**src/rtl/config_sched_pkg.sv**
```systemverilog
// Shared types and constants for the configuration write scheduler.
//  arbState_t : arbiter FSM states (idle, UART owns path, self-write owns path, release gap)
//  decState_t : word-stream decoder states (waiting for sync, expecting header, expecting data)
//  DEFAULT_SYNC_WORD : word that brings the decoder into sync
//  DESYNC_BIT        : header bit that, when set, drops the decoder back out of sync
package config_sched_pkg;

  typedef enum logic [1:0] {
    ARB_IDLE,
    ARB_UART,
    ARB_SELF,
    ARB_RELEASE
  } arbState_t;

  typedef enum logic [1:0] {
    UNSYNCED,
    HEADER,
    DATA
  } decState_t;

  localparam logic [31:0] DEFAULT_SYNC_WORD = 32'hFAB0_FAB1;
  localparam int unsigned DESYNC_BIT        = 31;

endpackage

```
**src/rtl/config_rr_arbiter.sv**
```systemverilog
// Two-way locked round-robin arbiter for the configuration write path.
// Ports:
//  CLK, RST    clock, asynchronous active-high reset
//  enable      global enable; when low the arbiter returns to idle with no grant
//  req[1:0]    sources asking for a new transfer ([0] UART, [1] self-write)
//  hold[1:0]   sources keeping an existing transfer open
//  grant[1:0]  registered one-hot grant
//  grantFirst  high during the first cycle of a fresh grant
//  releasing   high during the one-cycle release gap after a grant ends
module config_rr_arbiter
  import config_sched_pkg::*;
(
  input  logic       CLK,
  input  logic       RST,
  input  logic       enable,
  input  logic [1:0] req,
  input  logic [1:0] hold,
  output logic [1:0] grant,
  output logic       grantFirst,
  output logic       releasing
);

  arbState_t  state;
  logic       lastSelf;  // last grant went to self-write
  logic [1:0] pick;

  // With both requesting, the source opposite the previous grant wins.
  always_comb begin
    pick = 2'b00;
    unique case (req)
      2'b01:   pick = 2'b01;
      2'b10:   pick = 2'b10;
      2'b11:   pick = lastSelf ? 2'b01 : 2'b10;
      default: pick = 2'b00;
    endcase
  end

  assign releasing = (state == ARB_RELEASE);

  always_ff @(posedge CLK or posedge RST) begin
    if (RST) begin
      state      <= ARB_IDLE;
      grant      <= 2'b00;
      grantFirst <= 1'b0;
      lastSelf   <= 1'b1;  // so the first contended grant goes to UART
    end else if (!enable) begin
      state      <= ARB_IDLE;
      grant      <= 2'b00;
      grantFirst <= 1'b0;
    end else begin
      grantFirst <= 1'b0;
      case (state)
        // The release gap also arbitrates, so a waiting source sees one zero-grant cycle.
        ARB_IDLE, ARB_RELEASE: begin
          if (pick[0]) begin
            state      <= ARB_UART;
            grant      <= 2'b01;
            grantFirst <= 1'b1;
            lastSelf   <= 1'b0;
          end else if (pick[1]) begin
            state      <= ARB_SELF;
            grant      <= 2'b10;
            grantFirst <= 1'b1;
            lastSelf   <= 1'b1;
          end else begin
            state <= ARB_IDLE;
            grant <= 2'b00;
          end
        end
        ARB_UART: begin
          if (!hold[0]) begin
            state <= ARB_RELEASE;
            grant <= 2'b00;
          end
        end
        ARB_SELF: begin
          if (!hold[1]) begin
            state <= ARB_RELEASE;
            grant <= 2'b00;
          end
        end
        default: begin
          state <= ARB_IDLE;
          grant <= 2'b00;
        end
      endcase
    end
  end

endmodule

```
**src/rtl/config_write_scheduler.sv**
```systemverilog
// Shares the fabric configuration write path between the UART config loader and a
// self-write port, then decodes the granted word stream (sync, row header, frame data).
// Ports:
//  CLK, RST                      clock, asynchronous active-high reset
//  cfg_enable                    global configuration enable
//  uart_active/data/strobe       UART source: owns transfer, word, 1-cycle word valid
//  self_active/data/strobe       self-write source: same handshake
//  grant[1:0]                    one-hot grant ([0] UART, [1] self-write)
//  busy                          grant is non-zero
//  FrameAddressRegister          last frame data word
//  RowSelect                     row of the last frame
//  LongFrameStrobe               1-cycle frame write pulse
//  sync_err                      sticky bad-header flag, cleared by a sync word
module config_write_scheduler
  import config_sched_pkg::*;
#(
  parameter int unsigned NUM_ROWS  = 16,
  parameter int unsigned ROW_SEL_W = 5,
  parameter logic [31:0] SYNC_WORD = DEFAULT_SYNC_WORD
) (
  input  logic                 CLK,
  input  logic                 RST,
  input  logic                 cfg_enable,
  input  logic                 uart_active,
  input  logic [31:0]          uart_data,
  input  logic                 uart_strobe,
  input  logic                 self_active,
  input  logic [31:0]          self_data,
  input  logic                 self_strobe,
  output logic [1:0]           grant,
  output logic                 busy,
  output logic [31:0]          FrameAddressRegister,
  output logic [ROW_SEL_W-1:0] RowSelect,
  output logic                 LongFrameStrobe,
  output logic                 sync_err
);

  logic grantFirst;
  logic releasing;

  config_rr_arbiter uArbiter (
    .CLK        (CLK),
    .RST        (RST),
    .enable     (cfg_enable),
    .req        ({self_active, uart_active}),
    .hold       ({self_active, uart_active}),
    .grant      (grant),
    .grantFirst (grantFirst),
    .releasing  (releasing)
  );

  assign busy = |grant;

  // Word mux: only the granted source is seen, and not on the grant's first cycle.
  logic        accept;
  logic [31:0] acceptData;

  always_comb begin
    accept     = 1'b0;
    acceptData = 32'h0;
    if (!grantFirst) begin
      if (grant[0] && uart_strobe) begin
        accept     = 1'b1;
        acceptData = uart_data;
      end else if (grant[1] && self_strobe) begin
        accept     = 1'b1;
        acceptData = self_data;
      end
    end
  end

  decState_t            decState;
  logic                 wordV;
  logic [31:0]          wordD;
  logic [ROW_SEL_W-1:0] rowLatch;
  logic                 pulsePend;
  logic [ROW_SEL_W-1:0] row;
  logic                 rowValid;

  assign row      = wordD[ROW_SEL_W-1:0];
  assign rowValid = (row != '0) && (row <= ROW_SEL_W'(NUM_ROWS));

  always_ff @(posedge CLK or posedge RST) begin
    if (RST) begin
      wordV                <= 1'b0;
      wordD                <= 32'h0;
      decState             <= UNSYNCED;
      rowLatch             <= '0;
      pulsePend            <= 1'b0;
      FrameAddressRegister <= 32'h0;
      RowSelect            <= '0;
      LongFrameStrobe      <= 1'b0;
      sync_err             <= 1'b0;
    end else begin
      wordV           <= cfg_enable && accept;
      wordD           <= acceptData;
      pulsePend       <= 1'b0;
      // Frame data lands one cycle before the pulse so the decoders see stable inputs.
      LongFrameStrobe <= pulsePend && cfg_enable;
      if (!cfg_enable || releasing) begin
        decState <= UNSYNCED;
      end else if (wordV) begin
        case (decState)
          UNSYNCED: begin
            if (wordD == SYNC_WORD) begin
              decState <= HEADER;
              sync_err <= 1'b0;
            end
          end
          HEADER: begin
            if (wordD[DESYNC_BIT]) begin
              decState <= UNSYNCED;
            end else if (rowValid) begin
              rowLatch <= row;
              decState <= DATA;
            end else begin
              sync_err <= 1'b1;
            end
          end
          DATA: begin
            // Any word here is frame data, including one equal to the sync word.
            FrameAddressRegister <= wordD;
            RowSelect            <= rowLatch;
            pulsePend            <= 1'b1;
            decState             <= HEADER;
          end
          default: decState <= UNSYNCED;
        endcase
      end
    end
  end

endmodule

```
**config.mk**
```make
export PLATFORM = sky130hd
export DESIGN_NAME = config_write_scheduler
export DESIGN_NICKNAME = d
export VERILOG_FILES = /design/src/rtl/config_sched_pkg.sv /design/src/rtl/config_rr_arbiter.sv /design/src/rtl/config_write_scheduler.sv
export SDC_FILE = /design/constraint.sdc
export NUM_CORES = 1
export LEC_CHECK = 0
export ABC_AREA = 1
export CAP_MARGIN = 10
export CORE_MARGIN = 4
export CORE_UTILIZATION = 25
export CTS_CLUSTER_SIZE = 25
export DETAILED_ROUTE_END_ITERATION = 8
export GPL_TIMING_DRIVEN = 0
export PLACE_DENSITY = 0.52
export SKIP_CTS_REPAIR_TIMING = 1
export SLEW_MARGIN = 5
export SYNTH_ARGS = -nofsm -noshare
export SYNTH_HDL_FRONTEND = slang
export SYNTH_SLANG_ARGS = --single-unit
```
**constraint.sdc**
```tcl
create_clock -name CLK -period 4.9 [get_ports CLK]
set_input_delay 1.225 -clock CLK [delete_from_list [all_inputs] [get_ports CLK]]
set_output_delay 1.225 -clock CLK [all_outputs]
set_load 0.01 [all_outputs]
```
==> Word-level counts from Yosys, hierarchy flattened <==
Index checks and enable logic that the tools add are counted.
{ "word_totals": {"ff_bits": 86, "out_inout_bits": 42, "word_cells": 90} }
{ "op_classes": {"magnitude_cmp": 1, "reduce_logical": 21, "mux": 37, "n_eq_ne": 16, "bitwise_logic": 2} }
{ "ops": {"columns": ["operator", "count"], "rows": [
  ["$mux W32", 3],
  ["$eq A32 B32 Y1 const B", 1],
  ["$mux W2", 14],
  ["$pmux W2 S3", 4],
  ["$mux W1", 15],
  ["$eq A2 B2 Y1 const B", 5],
  ["$ne A3 B3 Y1 const B", 3],
  ["$reduce_and A3 Y1", 3],
  ["$eq A2 B1 Y1 const B", 3],
  ["$ne A2 B2 Y1 const B", 3],
  ["$reduce_and A6 Y1", 1],
  ["$reduce_bool A2 Y1", 3],
  ["$le A5 B5 Y1 const B", 1],
  ["$logic_and A1 B1 Y1", 5],
  ["$reduce_and A5 Y1", 1],
  ["$reduce_bool A5 Y1", 1],
  ["$logic_not A2 Y1", 2],
  ["$ne A4 B4 Y1 const B", 1],
  ["$reduce_or A2 Y1", 2],
  ["$not A1 Y1", 2],
  ["$pmux W1 S2", 1],
  ["$reduce_and A2 Y1", 1],
  ["$logic_not A1 Y1", 1],
  ["$logic_or A1 B1 Y1", 1]
]} }

==> Longest topological paths before layout <==
Gate-level depths: netlist (run 1).
{ "depth": {"depth_word": 7, "mapped_depth": 10} }

==> Cells and area by module <==
From an unflattened synthesis (run 1), not the netlist that was laid out.
{ "hier_totals": {"hier_cells": 384, "area_unflattened_um2": 3672.3} }
{ "modules_own_cells": {"columns": ["mod", "seq_area_each_um2", "area_per_inst_um2", "cells_each", "instances"], "rows": [
  ["config_write_scheduler", 2001.9, 3337.0, 341, 1],
  ["config_rr_arbiter", 151.4, 335.3, 43, 1]
]} }

==> Worst setup path after synthesis (run 1) <==
Ideal clock, no wire load.
{ "synth_timing": {"path_kind": "input -> register", "start": "in cfg_enable", "end": "reg FrameAddressRegister[11]", "setup_slack_ns": 2.815, "required_time_ns": 4.774, "stages": 7, "path_buffers": 2, "arrival_ns": 1.959, "path_cell_list": "inv_2 -> nor2_2 -> inv_2 -> nor4_4 -> buf_6 -> buf_4 -> o21ai_0"} }
{ "synth_via": {"elab_chain_len": 4} }
{ "synth_lines": {"columns": ["item", "line_no", "rtl"], "rows": [
  ["start, declared", "config_write_scheduler.sv:23", "input logic cfg_enable,"],
  ["$logic_not A1 Y1", null, null],
  ["$logic_or A1 B1 Y1", "config_write_scheduler.sv:100", "if (!cfg_enable || releasing) begin"],
  ["$not A1 Y1 (no line)", null, null],
  ["$reduce_and A3 Y1 (no line)", null, null],
  ["end signal, assigned", "config_write_scheduler.sv:122", "FrameAddressRegister <= wordD;"],
  ["end, declared", "config_write_scheduler.sv:32", "output logic [31:0] FrameAddressRegister,"]
]} }
Every way passes these cells.
A chain may end at the register's enable or synchronous reset.

==> Worst setup path in the final report (run 1) <==
{ "layout_timing": {"start": "reg uArbiter.grant[1]", "end": "out busy"} }
{ "layout_via": {"elab_chain_len": 1} }
{ "layout_lines": {"columns": ["item", "line_no", "rtl"], "rows": [
  ["start, declared", "config_rr_arbiter.sv:18", "output logic [1:0] grant,"],
  ["start signal, assigned", "config_rr_arbiter.sv:43", "grant <= 2'b00;"],
  ["start signal, assigned", "config_rr_arbiter.sv:48", "grant <= 2'b00;"],
  ["start signal, assigned", "config_rr_arbiter.sv:57", "grant <= 2'b01;"],
  ["$reduce_or A2 Y1", "config_write_scheduler.sv:52", "assign busy = |grant;"],
  ["end, declared", "config_write_scheduler.sv:31", "output logic busy,"]
]} }
Every way passes these cells.

==> metrics.txt, run 1 <==
outcome=complete, no violations; vias per inst=4.331; CTS tree=yes; peak supply drop=0.0001757 V; CTS Buf Count=9; Top-Level Pins=113; Die Height=130.2 µm; switching share of power=29.49%; Post-DRT Antenna Nets=0; Synth cell types=25; Power Total=between 2 and 2.5 mW; Syn-to-layout area delta=44.87%; GRT overflow=0; most frequent cells in the layout=112 x clkdlybuf4s50_1, 100 x nand2_1, 85 x dfrtp_1, 60 x o21ai_0, 49 x inv_1; fin util=a little under two fifths; TNS Setup=0 ns; Tmin final=2.735 ns; drt pass-1 iters=4; Clock Skews=0.009532 ns; Mapped Cells=425; WS Path Type=reg -> out; vias=3196; combinational share of power=23.6%; clock tree buffer depth=2; Max Clock Freq=0.3656 GHz; CTS Sinks=86; initial core utilization=25.59%; Yosys reg bits=86; LEAKAGE=2.350 nW; ant diodes=0; core area=0.01459 mm²; Switching Power=0.5922 mW; CP arrival=1.51 ns; largest net degree at the start of global routing=66; H-tree levels=3; vias in the first global route=approximately 3300; DRC viols=0; Fin Hold WS=between 0.4 and 0.5 ns; row cnt=44; slew margin rel.=66.77%; Hold Crit Class=reg -> reg; number of DRC markers in iteration 0=roughly 140; syn_area_per_cell=8.785 µm²; Worst setup SP type=flop; first-pass GRT wire length=16.86 mm; Non-Filler Instances=738; Crit Path Max Fanout=4; Port Buf Inserts=112; Post-Syn Area=0.003734 mm²; sequential share of the synthesized area=57.67%; DR WL/cell=between 10 and 15 µm; Fin. Hold Viols=0; antenna violations before repair=0; Final period util=55.82%; dpl cells=between 700 and 800; # nets final=623; CP endpoint kind=output pin; Die Area=between 0.015 and 0.02 mm²; CP Data Required Time=3.67 ns; Slew @ Worst Pin=0.4985 ns; syn_nets=499; worst-skew pair later-pin latency=0.34 ns; Int Pwr=about 1.4 mW; RSZ-0062 raised after global routing=false; Clock power frac=33.8%; fraction of layout cells with a size suffix above 1=7.401%; Ys Warns=0; Total GRT Usage=approximately an eighth; Max-Cap Viols=0; final max-slew violation count=0; commonest non-fill, non-tap cell in the layout=clkdlybuf4s50_1; Final setup viols=0; Worst-path clk slew=0.06 ns; Final GP Congestion=roughly 0.76; drt total wl=10.72 mm; DP HPWL=8.207 mm; Pwr Density=371.3 mW/mm²; Sequential Power Share=42.6%; root buffer cell=clkbuf_16; die width=130.2 µm
-- flip-flops by register name, indices dropped and copies added, names as in the netlist, 2 cells and up --
signal	flops
FrameAddressRegister	32
wordD	32
RowSelect	5
rowLatch	5
decState	2
uArbiter.grant	2
uArbiter.state	2
-- worst max-delay path: stages (launching register included) --
cell	delay, ns
dfrtp_1	0.40
or2_2	0.29
clkdlybuf4s50_1	0.48
-- routing by layer --
| layer | up-vias | track usage, % | wire, µm |
|---|---|---|---|
| met4 | 0 | 5.379 | 216 |
| met2 | 104 | 21.30 | 5095 |
| met5 | - | 0 | 0 |
| met3 | 15 | 3.193 | 735 |
| met1 | 1478 | 16.93 | 4673 |
| li1 | 1599 | - | - |
-- worst paths after layout --
check	from	end	slack, ns	depth (start not counted)
setup reg to reg	uArbiter.grant[0]	wordD[22]	3.17	5
max in group asynchronous	RST	uArbiter.lastSelf	3.04	3
hold / removal	uArbiter.grantFirst	wordV	0.43	1
min in group asynchronous	RST	wordD[27]	1.20	2
hold reg to reg	uArbiter.grantFirst	wordV	0.43	1
setup / recovery	uArbiter.grant[1]	busy	2.17	2
-- cell families after synthesis --
| family | count (synthesis) | synth area share, % |
|---|---|---|
| AO/OA/AOI/OAI | 117 | 16.99 |
| AND/OR/NAND/NOR | 146 | 15.85 |
| buffers and inverters | 73 | 8.478 |
| adder cells (fa/ha/maj) | 3 | 1.005 |
| flip-flops | 86 | 57.67 |
-- synth_stat cells, drive strengths merged --
| master | number | area, µm² |
|---|---|---|
| clkbuf | 14 | 52.55 |
| dfrtp | 85 | 2127 |
| o21ai | 63 | 315.3 |
| buf | 7 | 68.81 |
| nor4 | 1 | 21.27 |
| o22ai | 2 | 12.51 |
| nand3 | 5 | 25.02 |
| nand2 | 100 | 375.4 |
| a22o | 1 | 8.760 |
| ha | 3 | 37.54 |
| nor2 | 36 | 137.6 |
| nand3b | 1 | 7.510 |
| or2 | 2 | 12.51 |
| a211oi | 1 | 7.510 |
| dfstp | 1 | 26.28 |
| a21oi | 49 | 282.8 |
| nand4 | 1 | 12.51 |
| inv | 52 | 195.2 |
| a21boi | 1 | 7.510 |
-- stage by stage --
step | worst slack, ns | cell area (µm²)
global route | 2.072 | 5409
floorplan | 1.455 | 3734
global placement | 0.06485 | 5085
finish | 2.165 | 5409
detailed placement | 1.836 | 5115
CTS | 2.145 | 5409
-- final cells by class --
type | count | area, µm²
timing repair buffer | 113 | 1149
fill | 1498 | 9180
tap | 184 | 230.2
sequential | 86 | 2153
clock inverter | 4 | 47.55
multi-input combinational | 266 | 1264
clock buffer | 12 | 246.5
buffer | 21 | 121.4
inverter | 52 | 197.7
-- power groups by stage --
| stage | clock (mW) | combinational, mW | sequential, mW |
|---|---|---|---|
| after floorplan | 0 | 0.266 | 0.866 |
| after global placement | 0 | 0.465 | 0.868 |
| after detailed placement | 0 | 0.479 | 0.869 |
| after CTS | 0.700 | 0.481 | 0.856 |
| after global routing | 0.731 | 0.540 | 0.867 |
| final | 0.680 | 0.474 | 0.855 |
Note: power is estimated with default switching activity, not from simulation.
==> run 2, diff against run 1 <==
Settings changed: PLACE_DENSITY 0.52 to 0.54.
Clock period 4.9 ns to 2.28 ns, I/O delays scaled along.
==> run 2 against run 1 <==
Net effect: first-iteration DRC count up 17%; sequential power up 120%; clock-buffer cell count unchanged; clock skew down 0.00068 ns; clock power up 120%; worst setup slack worse by 2.0 ns; largest cell class unchanged; largest power group unchanged; highest routed layer unchanged.
==> metrics.txt, run 2 (synthesized netlist as in run 1, its figures left out) <==
outcome=complete, no violations (unchanged); Final setup viols=0 (unchanged); Top-Level Pins=113 (unchanged); die width=130.2 µm (unchanged); Worst-path clk slew=0.06 ns (about the same); Placed Area=0.005129 mm² (was 0.005115 mm²); largest net degree at the start of global routing=39 (was 66); Sequential Power Share=42.6% (about the same); commonest non-fill, non-tap cell in the layout=clkdlybuf4s50_1 (unchanged); WS Path Type=reg -> out (unchanged); Hold Crit Class=reg -> reg (unchanged); vias in the first global route=3269 (was 3312); Die Height=130.2 µm (unchanged); CP Cell Sequence=or2_2, clkdlybuf4s50_1 (unchanged); CP endpoint kind=output pin (unchanged); ant diodes=0 (unchanged); Clock Skews=0.008854 ns (was 0.009532 ns); Crit Path Max Fanout=4 (unchanged); Worst setup SP type=flop (unchanged); CP arrival=1.51 ns (about the same); combinational share of power=23.4% (was 23.6%); Pwr Density=795.2 mW/mm² (was 371.3 mW/mm²); RSZ-0062 raised after global routing=false (unchanged); final max-slew violation count=0 (unchanged); Final period util=between 90% and 100%; antenna violations before repair=0 (unchanged); area of the multi-input gates=0.001264 mm² (unchanged); drt total wl=10.42 mm (was 10.72 mm); largest registers=FrameAddressRegister x32, wordD x32 (unchanged); H-tree levels=3 (unchanged); CTS tree=yes (unchanged); drt pass-1 iters=4 (unchanged); Tmin final=2.079 ns; most frequent cells in the layout=112 x clkdlybuf4s50_1, 100 x nand2_1, 85 x dfrtp_1, 60 x o21ai_0, 49 x inv_1 (unchanged); reg2reg path depth=6 (was 5); CP max stage cell=clkdlybuf4s50_1 (unchanged); number of fillers in the final layout=1466 (was 1498); worst-skew pair later-pin latency=0.34 ns (about the same); DRC viols=0 (unchanged); row cnt=44 (unchanged); Slew @ Worst Pin=0.4638 ns (was 0.4985 ns); DR WL/cell=14.12 µm (was 14.53 µm); Max-Cap Viols=0 (unchanged); CTS Buf Count=9 (unchanged); CP Data Required Time=1.71 ns (was 3.67 ns); vias per inst=4.286 (was 4.331); Final GP Congestion=0.7700 (was 0.7569); Syn-to-layout area delta=45.41% (was 44.87%); peak supply drop=0.0003269 V (was 0.0001757 V); number of DRC markers in iteration 0=165 (was 141); Clock power frac=34.0% (was 33.8%); # nets final=624 (was 623); fraction of layout cells with a size suffix above 1=7.581% (was 7.401%); Switching Power=1.245 mW (was 0.5922 mW); clock tree buffer depth=2 (unchanged); Post-DRT Antenna Nets=0 (unchanged); core area=0.01459 mm² (unchanged); sequential cell area=0.002153 mm² (unchanged); CTS Sinks=86 (unchanged); Total GRT Usage=12.80% (was 13.17%); Max Clock Freq=between 0.4 and 0.5 GHz; switching share of power=28.85% (was 29.49%); worst hold path depth=1 (unchanged); Die Area=0.01695 mm² (unchanged); initial core utilization=25.59% (unchanged); vias=3163 (was 3196); Worst path max stage delay=0.48 ns (about the same); DP HPWL=8.215 mm (was 8.207 mm); Fin Hold WS=0.4404 ns (was 0.4266 ns); Int Pwr=3.072 mW (was 1.416 mW); Fin. Hold Viols=0 (unchanged); slew margin rel.=69.08% (was 66.77%); first-pass GRT wire length=16.50 mm (was 16.86 mm); GRT overflow=0 (unchanged); Port Buf Inserts=112 (unchanged); TNS Setup=0 ns (unchanged); root buffer cell=clkbuf_16 (unchanged); LEAKAGE=2.358 nW (was 2.350 nW); Design Area, Final=0.005429 mm² (was 0.005409 mm²)
## run 2: cell types whose count changed in the layout (fill, tap and decap cells not counted)
cell / before / now
buf_16: 1 / 0
clkinv_2: 2 / 1
clkbuf_1: 16 / 15
inv_4: 1 / 0
clkbuf_8: 1 / 2
clkinv_4: 0 / 1
buf_12: 0 / 2
## run 2: worst max-delay path, delay by kind of cell (launching register included)
kind                   cells  cell delay [ns]
DFF                        1             0.40
and+or+nand+nor            1             0.29
buffers and inverters      1             0.48
## run 2: per-layer routing
metal  vias to the layer above  wire, µm  global-route usage (%)
li1                       1605         -                       -
met1                      1468      4667                   15.78
met5                         -         0                       0
met3                        13       654                   3.520
met4                         0       152                   4.462
met2                        77      4948                   21.54
## run 2: final timing paths
check,end,slack [ns],start
max in group asynchronous,uArbiter.lastSelf,0.92,RST
min in group asynchronous,FrameAddressRegister[29],0.55,RST
worst min-delay path,wordV,0.44,uArbiter.grantFirst
worst max register to register,FrameAddressRegister[23],0.54,uArbiter.state[0]
worst min register to register,wordV,0.44,uArbiter.grantFirst
worst max-delay path,busy,0.20,uArbiter.grant[1]
## run 2: final cells by class
class                           instances  area share, %
Clock inverter                          3         0.8066
Timing Repair Buffer                  114          21.39
Tap cell                              184          4.241
Clock buffer                           12          4.725
Multi-Input combinational cell        266          23.28
Inverter                               52          3.664
Sequential cell                        86          39.66
Buffer                                 21          2.236
## run 2: through the flow
stage	setup slack, ns	util, %	std cells	power (mW)
floorplan	0.7170	-	425	2.435
global placement	-0.2394	34.88	721	2.853
detailed placement	-0.1193	35.15	723	2.889
CTS	0.1796	37.21	738	4.375
global route	0.04888	37.21	738	4.593
finish	0.2009	37.21	738	4.317
## run 2: power groups by stage
| stage | clock, mW | sequential (mW) | combinational [mW] |
|---|---|---|---|
| CTS | 1.51 | 1.84 | 1.02 |
| floorplan | 0 | 1.86 | 0.573 |
| global route | 1.57 | 1.87 | 1.16 |
| detailed placement | 0 | 1.87 | 1.02 |
| global placement | 0 | 1.87 | 0.987 |
| finish | 1.47 | 1.84 | 1.01 |
